File: src/rtl/alu_pkg.sv
// rtl/alu_pkg.sv - shared opcode, state and flag types for the ALU family
package alu_pkg;

    typedef enum logic [2:0] {
        ALU_ADD = 3'd0,
        ALU_SUB = 3'd1,
        ALU_AND = 3'd2,
        ALU_OR  = 3'd3,
        ALU_XOR = 3'd4,
        ALU_SHL = 3'd5,
        ALU_SHR = 3'd6,
        ALU_SRA = 3'd7
    } alu_op_e;

    typedef enum logic [1:0] {
        ST_IDLE  = 2'd0,
        ST_EXEC  = 2'd1,
        ST_SHIFT = 2'd2,
        ST_DONE  = 2'd3
    } state_e;

    typedef struct packed {
        logic carry;
        logic zero;
        logic neg;
        logic ovf;
    } alu_flags_t;

    function automatic logic is_shift(input alu_op_e op);
        return (op == ALU_SHL) || (op == ALU_SHR) || (op == ALU_SRA);
    endfunction

endpackage

File: src/rtl/alu_core.sv
// rtl/alu_core.sv - combinational add/sub/logic unit with carry and signed overflow
//   op_i      opcode (only ADD..XOR meaningful; shift opcodes yield zero)
//   a_i, b_i  operands
//   result_o  WIDTH-bit result
//   carry_o   carry out (ADD) or borrow (SUB), 0 for logic ops
//   ovf_o     signed overflow for ADD/SUB, 0 otherwise
module alu_core
    import alu_pkg::*;
#(
    parameter int WIDTH = 8
) (
    input  alu_op_e          op_i,
    input  logic [WIDTH-1:0] a_i,
    input  logic [WIDTH-1:0] b_i,
    output logic [WIDTH-1:0] result_o,
    output logic             carry_o,
    output logic             ovf_o
);

    logic [WIDTH:0] sum;
    logic [WIDTH:0] diff;

    // The extra top bit of the WIDTH+1 result is the carry, or the borrow for SUB.
    assign sum  = {1'b0, a_i} + {1'b0, b_i};
    assign diff = {1'b0, a_i} - {1'b0, b_i};

    always_comb begin
        result_o = '0;
        carry_o  = 1'b0;
        ovf_o    = 1'b0;
        case (op_i)
            ALU_ADD: begin
                result_o = sum[WIDTH-1:0];
                carry_o  = sum[WIDTH];
                ovf_o    = (a_i[WIDTH-1] == b_i[WIDTH-1]) && (sum[WIDTH-1] != a_i[WIDTH-1]);
            end
            ALU_SUB: begin
                result_o = diff[WIDTH-1:0];
                carry_o  = diff[WIDTH];
                ovf_o    = (a_i[WIDTH-1] != b_i[WIDTH-1]) && (diff[WIDTH-1] != a_i[WIDTH-1]);
            end
            ALU_AND: result_o = a_i & b_i;
            ALU_OR:  result_o = a_i | b_i;
            ALU_XOR: result_o = a_i ^ b_i;
            default: result_o = '0;
        endcase
    end

endmodule

File: src/rtl/alu_multicycle.sv
// rtl/alu_multicycle.sv - handshaked multicycle ALU with iterative one-bit-per-cycle shifts
//   clk_i, rst_i              clock, synchronous active-high reset
//   in_valid_i / in_ready_o   operation handshake (cntrl_alu_i, reg_a_i, reg_b_i)
//   out_valid_o / out_ready_i result handshake (result_o and flags)
//   carry_o, zero_o, neg_o, ovf_o  registered flags
//   busy_o                    an operation is in flight
module alu_multicycle
    import alu_pkg::*;
#(
    parameter int WIDTH = 8
) (
    input  logic             clk_i,
    input  logic             rst_i,
    input  logic             in_valid_i,
    output logic             in_ready_o,
    input  logic [2:0]       cntrl_alu_i,
    input  logic [WIDTH-1:0] reg_a_i,
    input  logic [WIDTH-1:0] reg_b_i,
    output logic             out_valid_o,
    input  logic             out_ready_i,
    output logic [WIDTH-1:0] result_o,
    output logic             carry_o,
    output logic             zero_o,
    output logic             neg_o,
    output logic             ovf_o,
    output logic             busy_o
);

    localparam int SHAMT_W = $clog2(WIDTH);

    state_e             state_q, state_d;
    alu_op_e            op_q, op_d;
    logic [WIDTH-1:0]   a_q, a_d;
    logic [WIDTH-1:0]   b_q, b_d;
    logic [SHAMT_W-1:0] cnt_q, cnt_d;
    logic [WIDTH-1:0]   result_q, result_d;
    alu_flags_t         flags_q, flags_d;
    logic               in_ready_q, in_ready_d;

    logic [WIDTH-1:0]   core_result;
    logic               core_carry;
    logic               core_ovf;
    logic [WIDTH-1:0]   shift_next;
    logic               shift_out;
    logic [SHAMT_W-1:0] shamt_in;
    alu_op_e            op_in;

    assign shamt_in = reg_b_i[SHAMT_W-1:0];
    assign op_in    = alu_op_e'(cntrl_alu_i);

    alu_core #(.WIDTH(WIDTH)) u_core (
        .op_i     (op_q),
        .a_i      (a_q),
        .b_i      (b_q),
        .result_o (core_result),
        .carry_o  (core_carry),
        .ovf_o    (core_ovf)
    );

    // One-bit shift step of the working register and the bit that falls off.
    always_comb begin
        shift_next = a_q;
        shift_out  = 1'b0;
        case (op_q)
            ALU_SHL: begin
                shift_next = {a_q[WIDTH-2:0], 1'b0};
                shift_out  = a_q[WIDTH-1];
            end
            ALU_SHR: begin
                shift_next = {1'b0, a_q[WIDTH-1:1]};
                shift_out  = a_q[0];
            end
            ALU_SRA: begin
                shift_next = {a_q[WIDTH-1], a_q[WIDTH-1:1]};
                shift_out  = a_q[0];
            end
            default: begin
                shift_next = a_q;
                shift_out  = 1'b0;
            end
        endcase
    end

    always_comb begin
        state_d  = state_q;
        op_d     = op_q;
        a_d      = a_q;
        b_d      = b_q;
        cnt_d    = cnt_q;
        result_d = result_q;
        flags_d  = flags_q;
        case (state_q)
            ST_IDLE: begin
                if (in_valid_i && in_ready_q) begin
                    op_d = op_in;
                    a_d  = reg_a_i;
                    b_d  = reg_b_i;
                    if (!is_shift(op_in)) begin
                        state_d = ST_EXEC;
                    end else if (shamt_in != '0) begin
                        cnt_d   = shamt_in;
                        state_d = ST_SHIFT;
                    end else begin
                        // Zero-distance shift: pass A through with nothing shifted out.
                        result_d = reg_a_i;
                        flags_d  = '{carry: 1'b0, zero: (reg_a_i == '0),
                                     neg: reg_a_i[WIDTH-1], ovf: 1'b0};
                        state_d  = ST_DONE;
                    end
                end
            end
            ST_EXEC: begin
                result_d = core_result;
                flags_d  = '{carry: core_carry, zero: (core_result == '0),
                             neg: core_result[WIDTH-1], ovf: core_ovf};
                state_d  = ST_DONE;
            end
            ST_SHIFT: begin
                a_d           = shift_next;
                flags_d.carry = shift_out;
                cnt_d         = cnt_q - 1'b1;
                if (cnt_q == SHAMT_W'(1)) begin
                    result_d = shift_next;
                    flags_d  = '{carry: shift_out, zero: (shift_next == '0),
                                 neg: shift_next[WIDTH-1], ovf: 1'b0};
                    state_d  = ST_DONE;
                end
            end
            ST_DONE: begin
                if (out_ready_i) begin
                    state_d = ST_IDLE;
                end
            end
            default: state_d = ST_IDLE;
        endcase
        // Registered so that ready stays low through every reset cycle.
        in_ready_d = (state_d == ST_IDLE);
    end

    always_ff @(posedge clk_i) begin
        if (rst_i) begin
            state_q    <= ST_IDLE;
            op_q       <= ALU_ADD;
            a_q        <= '0;
            b_q        <= '0;
            cnt_q      <= '0;
            result_q   <= '0;
            flags_q    <= '0;
            in_ready_q <= 1'b0;
        end else begin
            state_q    <= state_d;
            op_q       <= op_d;
            a_q        <= a_d;
            b_q        <= b_d;
            cnt_q      <= cnt_d;
            result_q   <= result_d;
            flags_q    <= flags_d;
            in_ready_q <= in_ready_d;
        end
    end

    assign in_ready_o  = in_ready_q;
    assign out_valid_o = (state_q == ST_DONE);
    assign busy_o      = (state_q != ST_IDLE);
    assign result_o    = result_q;
    assign carry_o     = flags_q.carry;
    assign zero_o      = flags_q.zero;
    assign neg_o       = flags_q.neg;
    assign ovf_o       = flags_q.ovf;

endmodule

File: config.mk
export PLATFORM = sky130hd
export DESIGN_NAME = alu_multicycle
export DESIGN_NICKNAME = d
export VERILOG_FILES = /design/src/rtl/alu_pkg.sv /design/src/rtl/alu_core.sv /design/src/rtl/alu_multicycle.sv
export SDC_FILE = /design/constraint.sdc
export NUM_CORES = 1
export LEC_CHECK = 0
export BUFFER_PORTS_ARGS = -buffer_cell sky130_fd_sc_hd__buf_2
export CAP_MARGIN = 20
export CORE_AREA = 4 4 119 64
export CTS_BUF_LIST = sky130_fd_sc_hd__clkbuf_16
export DETAILED_ROUTE_END_ITERATION = 7
export DIE_AREA = 0 0 123 68
export HOLD_SLACK_MARGIN = 0.06
export PLACE_DENSITY = 0.77
export SYNTH_ARGS = -nofsm -noshare
export SYNTH_HDL_FRONTEND = slang
export SYNTH_SLANG_ARGS = --single-unit
File: constraint.sdc
create_clock -name clk_i -period 6.12 [get_ports clk_i]
set_clock_uncertainty 0.15 [all_clocks]
set_input_delay 0.612 -clock clk_i [delete_from_list [all_inputs] [get_ports clk_i]]
set_output_delay 0.612 -clock clk_i [all_outputs]
set_load 0.005 [all_outputs]
-- After elaboration in Yosys (flattened, before gate mapping)
Index checks and enable logic that the tools add are counted.
- register bits: 37
- bits of input ports: 23
- add/subtract/negate cells: 3
- reduce and logical (&&, ||, !) cells: 21
- bitwise gates (word level): 3
- multiplexer cells: 27
- eq/ne operators: 23
- operators with widths (cell ; number):
    $pmux 8 s3 ; 2
    $mux 8 ; 5
    $pmux 8 s5 ; 1
    $logic_not 8->1 ; 3
    $eq 3x3->1 const B ; 7
    $pmux 8 s2 ; 1
    $mux 3 ; 4
    $mux 4 ; 3
    $pmux 4 s3 ; 1
    $ne 2x2->1 const B ; 5
    $add 8x8->9 ; 1
    $sub 8x8->9 ; 1
    $and 8x8->8 ; 1
    $mux 2 ; 4
    $or 8x8->8 ; 1
    $pmux 2 s4 ; 1
    $reduce_and 4->1 ; 2
    $xor 8x8->8 ; 1
    $eq 3x1->1 const B ; 2
    $eq 3x2->1 const B ; 2
    $pmux 1 s2 ; 3
    $pmux 3 s2 ; 1
    $reduce_bool 3->1 ; 2
    $reduce_and 5->1 ; 1
    13 further kinds ; 22

-- Depth between registers and ports, before layout
Gate-level depths: netlist of run 1.
- depth after elaboration: 7
- mapped depth: 10
- depth with buffers taken out: 10

-- Cells and area by module
A second synthesis of run 1 with hierarchy kept.
- cell total of the unflattened synthesis: 441
- area total of the unflattened synthesis: 3260.6 um^2
- modules (own cells, without submodules) (module ; area each (um^2) ; cells an instance ; instances):
    alu_multicycle ; 2016.9 ; 265 ; 1
    alu_core ; 1243.7 ; 176 ; 1

-- Worst setup path after synthesis of run 1
Ideal clock, no wire load.
- kind: register to register
- start: register a_q[0]
- end: register result_q[4], in the netlist result_o[4]
- arrival time: 2.377 ns
- slack: 3.461 ns
- library setup time: 0.132 ns
- path buffers: 0
- stages on the path, launching flop included: 11
- cell sequence: dfxtp_1 > inv_1 > ha_1 > fa_1 > nor3_1 > nor3_1 > a221o_1 > a21o_1 > a221o_1 > o211ai_1 > a21oi_1
- cells in the longest elaborated chain, start to end: 3
- elaborated cells between the ends (all ways): 4
- ends and longest elaborated chain (item ; line ; RTL):
    from (decl) ; alu_multicycle.sv:33 ; logic [WIDTH-1:0] a_q, a_d;
    from (signal assigned) ; alu_multicycle.sv:144 ; a_q <= '0;
    from (signal assigned) ; alu_multicycle.sv:153 ; a_q <= a_d;
    $sub 8x8->9 or $add 8x8->9 (tied branches) ; alu_core.sv:25, alu_core.sv:24 ;
    $pmux 8 s5 (*) ; alu_core.sv:31 ; case (op_i)
    $pmux 8 s3 (*) ; alu_multicycle.sv:92 ; case (state_q)
    to (signal assigned) ; alu_multicycle.sv:156 ; result_q <= result_d;
    to (decl) ; alu_multicycle.sv:36 ; logic [WIDTH-1:0] result_q, result_d;
Mark *: on every way between the ends. The rest lies on a longest branch, timed or not.
A chain may end at the register's enable or synchronous reset.

-- Worst setup path in the final report of run 1
- start: register a_q[1]
- end: register result_q[5], in the netlist result_o[5]
Same word-level chain as after synthesis.

==> results of run 1 <==
[critical path: stages, from the launching register on]
cell and delay, ps:
dfxtp_1 460, inv_1 160, ha_1 370, or2_1 260, a211oi_1 260, a2111oi_0 110, or4b_1 500, o2111ai_1 230
a21oi_1 130, o41ai_1 240
[cells by family (layout without fill, tap and decap cells)]
family | Yosys count | count (layout) | synth area share, %
simple gates | 159 | 159 | 23.69
compound gates | 138 | 138 | 30.93
buf+inv | 60 | 78 | 7.510
flops | 36 | 36 | 22.30
fa+ha+maj | 32 | 32 | 12.85
xor+xnor | 4 | 4 | 1.084
mux | 4 | 4 | 1.626
[metal layers]
| metal | vias up | part of all wire, % | global-route usage (%) |
|---|---|---|---|
| met4 | 0 | 1.5 | 6.621 |
| met3 | 17 | 8.6 | 3.551 |
| met2 | 144 | 42 | 33.11 |
| li1 | 1615 | - | - |
| met5 | - | 0 | 0 |
| met1 | 1553 | 48 | 33.14 |
[worst min path at each step]
stage	to	startpoint	cells after the start	slack, ps
2_1_floorplan	cnt_q[1]$_SDFFE_PP0P_	cnt_q[1]$_SDFFE_PP0P_	2	280
3_3_place_gp	cnt_q[1]$_SDFFE_PP0P_	cnt_q[1]$_SDFFE_PP0P_	2	290
3_5_place_dp	cnt_q[1]$_SDFFE_PP0P_	cnt_q[1]$_SDFFE_PP0P_	2	300
4_1_cts	cnt_q[1]$_SDFFE_PP0P_	cnt_q[1]$_SDFFE_PP0P_	2	300
5_1_grt	result_o[2]$_SDFFE_PP0P_	result_o[2]$_SDFFE_PP0P_	2	340
6_report	cnt_q[1]$_SDFFE_PP0P_	cnt_q[1]$_SDFFE_PP0P_	2	300
[placed cells by master, fill, tap and decap left out, types with 9 or more instances in the layout]
| cell type | n |
|---|---|
| nor3_1 | 10 |
| a211oi_1 | 9 |
| a21oi_1 | 34 |
| dfxtp_1 | 36 |
| inv_1 | 33 |
| nand3_1 | 13 |
| nand2_1 | 49 |
| nor2_1 | 43 |
| ha_1 | 30 |
| a22o_1 | 12 |
| o21ai_0 | 10 |
| buf_2 | 37 |
[synth_stat cells, drive strengths merged, types with 3 or more instances]
cell type / n
a211o: 3
a211oi: 9
a21o: 4
a21oi: 35
a221oi: 4
a22o: 12
a22oi: 5
a311oi: 6
and2: 5
buf: 10
clkbuf: 18
dfxtp: 36
ha: 30
inv: 32
mux2i: 3
nand2: 49
nand2b: 6
nand3: 13
nor2: 43
nor2b: 8
nor3: 10
nor4: 6
o211ai: 7
o21a: 4
o21ai: 19
o31ai: 3
o41ai: 5
or3: 5
[power breakdown]
part	switching [mW]	internal [mW]	leakage (nW)
Combinational	0.606	0.370	1.03
Clock	0.0980	0.149	0.0764
Sequential	0.0829	0.300	0.293
[through the flow]
stage | setup slack (ps) | utilization, %
after floorplan | 3461 | -
after global placement | 3241 | 52.23
after detailed placement | 3184 | 52.23
after CTS | 3175 | 54.39
after global routing | 2870 | 54.39
final | 3143 | 54.39
[layout make-up]
cell class | count | area (um2) | area share (%)
Clock buffer | 5 | 125.1 | 3.516
Clock inverter | 3 | 16.27 | 0.4571
Inverter | 32 | 120.1 | 3.376
Multi-Input combinational cell | 337 | 2268 | 63.75
Sequential cell | 36 | 720.7 | 20.25
Tap cell | 92 | 115.1 | 3.235
Timing Repair Buffer | 38 | 192.7 | 5.415
[sequential cells by signal (all words and copies together), names as in the netlist]
register and count:
state_q 2, ovf_o 1, op_q 3, in_ready_o 1
b_q 8, zero_o 1, cnt_q 3, result_o 8
carry_o 1, a_q 8
==> impl_metrics.tcl, run 1 <==
set metrics [dict create \
    finalMaxSlewViolations 0 \
    antenna_found_initial 0 \
    fillCellCount 625 \
    netlist_area_mm2 0.003232 \
    clock_latency_ps 280 \
    status "finished clean" \
    synth_edf_count 0 \
    relSlewSlack_pct 35.90 \
    syn_inst 433 \
    placed_cells 535 \
    drt-initial-drc-count 281 \
    cts_hold_buffers 0 \
    fin_nets 505 \
    crit_path_max_fanout 7 \
    first_pass_iters 6 \
    place.gp.congestion 0.9469 \
    regToRegSetupSlack_ps 3140 \
    syn_avg_cell_area_um2 7.464 \
    p_leak_nw 1.395 \
    syn_nets 488 \
    port-buffer-count 37 \
    rr_endpoint "result_o[5]$_SDFFE_PP0P_" \
    synth_top_area_share_pct 22.30 \
    rows 21 \
    cp.required_ps 6150 \
    reg2reg_from "a_q[1]$_SDFFE_PP0P_" \
    grt_max_degree 34 \
    cts_sinks 36 \
    maxCapViolations 0 \
    cts_tree "yes" \
    rsz0062_at_grt "false" \
    drcViolationCount 0 \
    vias 3329 \
    yosysTopAreaCell "dfxtp_1" \
    start_util_pct 49.40 \
    place_area_mm2 0.003417 \
    antenna-diode-count 0 \
    ys.flop_type "dfxtp_1" \
    cts.path.max_buffers 2 \
    wl_um 9035 \
    dp_hpwl_um 6601 \
    setup_tns_ps 0 \
    grt_pass1_vias 2918 \
    p_per_area_mw_per_mm2 451.4 \
    cts_setup_buffers 0 \
    grt-ovfl-total 0 \
    timing.fmax_ghz 0.3359 \
    viasPerCell 6.131 \
    setup_viol 0 \
    die_area_mm2 0.008364 \
    grt_pass1_wl_um 14840 \
    cts-resized-gates 0 \
    worst-slew-pin-transition_ps 960.2 \
    power.total_mw 1.606 \
    cts_made_buffers 5 \
    worstSetupEndpointType "register" \
    core_region_area_mm2 0.006543 \
    wl_per_cell_um 16.64 \
    startpoint_type "register" \
    h-tree-depth 2 \
    syn2layout_area_growth_pct 10.10 \
    synthDistinctLibCells 70 \
    period_share_pct 48.64 \
    final_cell_count_no_fill 543 \
    ys.warnings.count 0 \
    holdWs_ps 301.0 \
    io_pins 38 \
    crit_arrival_ps 3010 \
    drive_gt1_share_pct 11.97 \
    ir_drop_mv 0.2701 \
    path_class "register to register" \
    crit_start "a_q[1]$_SDFFE_PP0P_" \
    hold_viol_final 0 \
    ys_seq_elements 36 \
    fin_crit_ps 2977 \
    design_area_mm2 0.003558 \
    groute.usage.overall_pct 22.32 \
    ys_async_sr_fraction_pct 0 \
    synth_area_leaders "dfxtp_1 22%, ha_1 12%, nand2_1 5.7%" \
    die_height_um 68 \
    setup.worst_path.end "result_o[5]$_SDFFE_PP0P_" \
    seq_area_frac_synth_pct 22.30 \
    ff2ff_path_depth 9 \
    fp.dieW_um 123 \
    cts_root_buf "clkbuf_16" \
    clkTransAtPathRegs_ps 60 \
    hp-class "register to register" \
    ant_nets 0 \
]
Note: power is estimated with default switching activity, not from simulation.
==> run 2: changes to the inputs <==
PLACE_DENSITY = 0.8   (was 0.77)
clock period = 2.55 ns   (was 6.12 ns; I/O delays follow)
==> run 2 against run 1 <==
Compared with the run above:
- maximum frequency increased by 17%
- first-iteration DRC count is 48% higher
- sequential cell count unchanged
- count of clock-buffer cells in the layout did not move
- clock power grew 140%
==> impl_metrics.tcl, run 2 (synthesized netlist as in run 1, its figures left out) <==
set metrics [dict create \
    crit_path_max_fanout 3 \
    viasPerCell 6.230 \
    switching_share_pct 47.04 \
    port-buffer-count 37 \
    start_util_pct 49.40 \
    finalMaxSlewViolations 0 \
    hp-class "input pin to register" \
    hold_viol_final 0 \
    fillCellCount 505 \
    io_pins 38 \
    ff2ff_path_depth 10 \
    clkTransAtPathRegs_ps 60 \
    path_class "register to register" \
    ir_drop_mv 1.047 \
    relSlewSlack_pct 60.19 \
    final_common_cell "buf_4" \
    utilization_pct 65.86 \
    grt-ovfl-total 0 \
    rows 21 \
    groute.usage.overall_pct 25.21 \
    first_pass_iters 5 \
    drive_gt1_share_pct 30.95 \
    holdWs_ps 59.52 \
    whs_path_depth 3 \
    core_region_area_mm2 0.006543 \
    ant_nets 0 \
    startpoint_type "register" \
    fin_nets 571 \
    drcViolationCount 0 \
    period_share_pct 99.96 \
    rsz0062_at_grt "true" \
    antenna-diode-count 0 \
    holdPathEnd "b_q[4]$_SDFFE_PP0P_" \
    worstSetupEndpointType "register" \
    cp.required_ps 2580 \
    cts.path.max_buffers 2 \
    setup_viol 0 \
    regToRegSetupSlack_ps 1 \
    grt_pass1_vias 3317 \
    wl_um 11060 \
    syn2layout_area_growth_pct 33.33 \
    cts_made_buffers 5 \
    fp.dieW_um 123 \
    power_frac_comb_pct 69.3 \
    final_cell_mix "63 x buf_4, 49 x nand2_1, 43 x nor2_1" \
    cts_sinks 36 \
    grt_max_degree 33 \
    p_leak_nw 1.766 \
    p_clk_share_pct 12.6 \
    fin_crit_ps 2549 \
    timing.fmax_ghz 0.3923 \
    pwr-share-seq_pct 18.1 \
    rr_endpoint "result_o[5]$_SDFFE_PP0P_" \
    vias 3794 \
    dp_hpwl_um 7835 \
    h-tree-depth 2 \
    wl_per_cell_um 18.15 \
    cts_root_buf "clkbuf_16" \
    regArea_um2 733.2 \
    intPower_mw 2.506 \
    p_per_area_mw_per_mm2 1098 \
    reg2reg_from "a_q[0]$_SDFFE_PP0P_" \
    grt_pass1_wl_um 16570 \
    power.total_mw 4.731 \
    drt-initial-drc-count 415 \
    antenna_found_initial 0 \
    p_switching_mw 2.225 \
    min_from "reg_b_i[4]" \
    maxCapViolations 0 \
    place.gp.congestion 0.9970 \
    clock_latency_ps 280 \
    worst-slew-pin-transition_ps 593.2 \
    die_area_mm2 0.008364 \
    multiInputGateArea_mm2 0.002495 \
    status "finished clean" \
    die_height_um 68 \
    cts_hold_buffers 0 \
    cts_tree "yes" \
    crit_arrival_ps 2580 \
]
==> run 2: worst max-delay path by stage <==
stage                                   start                  endpoint  slack (ps)  cells after the start
after floorplan           a_q[0]$_SDFFE_PP0P_  result_o[4]$_SDFFE_PP0P_          20                     10
after global placement    a_q[0]$_SDFFE_PP0P_  result_o[4]$_SDFFE_PP0P_          -3                     10
after detailed placement  a_q[0]$_SDFFE_PP0P_  result_o[4]$_SDFFE_PP0P_        -100                     10
after CTS                 a_q[0]$_SDFFE_PP0P_  result_o[4]$_SDFFE_PP0P_           7                     10
after global routing      a_q[3]$_SDFFE_PP0P_  result_o[3]$_SDFFE_PP0P_         -70                     11
final                     a_q[0]$_SDFFE_PP0P_  result_o[5]$_SDFFE_PP0P_           1                     10
==> run 2: routing by layer <==
metal | vias up | track usage [%] | part of all wire, %
met2 | 254 | 40.31 | 43
met1 | 1767 | 35.08 | 43
li1 | 1738 | - | -
met3 | 35 | 5.120 | 11
met4 | 0 | 6.207 | 2.6
met5 | - | 0 | 0
==> run 2: critical path, stage by stage, from the launching register on <==
cell	delay [ps]
dfxtp_4	370
inv_4	40
ha_4	160
buf_6	110
or2_4	250
a211oi_2	240
a2111oi_2	70
or4b_4	550
o2111ai_4	110
a21oi_2	90
o41ai_2	300
==> run 2: area by class of cell <==
| class | count | share of cell area [%] |
|---|---|---|
| Clock buffer | 5 | 2.904 |
| Multi-Input combinational cell | 337 | 57.90 |
| Clock inverter | 3 | 0.3484 |
| Tap cell | 92 | 2.671 |
| Sequential cell | 36 | 17.02 |
| Timing Repair Buffer | 104 | 16.32 |
| Inverter | 32 | 2.846 |
==> run 2: power by group through the flow <==
stage / logic, mW / clock network [mW] / registers [mW]
final: 3.28 / 0.596 / 0.859
after detailed placement: 2.79 / 0 / 0.845
after global routing: 3.53 / 0.625 / 0.872
after CTS: 2.83 / 0.594 / 0.836
after global placement: 2.76 / 0 / 0.841
after floorplan: 1.82 / 0 / 0.860
==> run 2: metrics by stage <==
step	cell area (um2)	setup TNS [ps]	worst slack (ps)	std cells
final	4309	0	0.9819	609
after global routing	4309	-348.0	-73.15	609
after CTS	4029	0	6.859	602
after detailed placement	3869	-176.5	-98.90	594
after global placement	3869	-4.673	-3.037	594
after floorplan	3241	0	20.57	433
==> run 2: timing repair <==
item                                   in CTS  in global routing
setup buffers                               0                  7
endpoints found under the hold margin       0                  0
resized for setup                           5                 53
setup endpoints to repair                   5                 10
pin swaps                                   1                 23
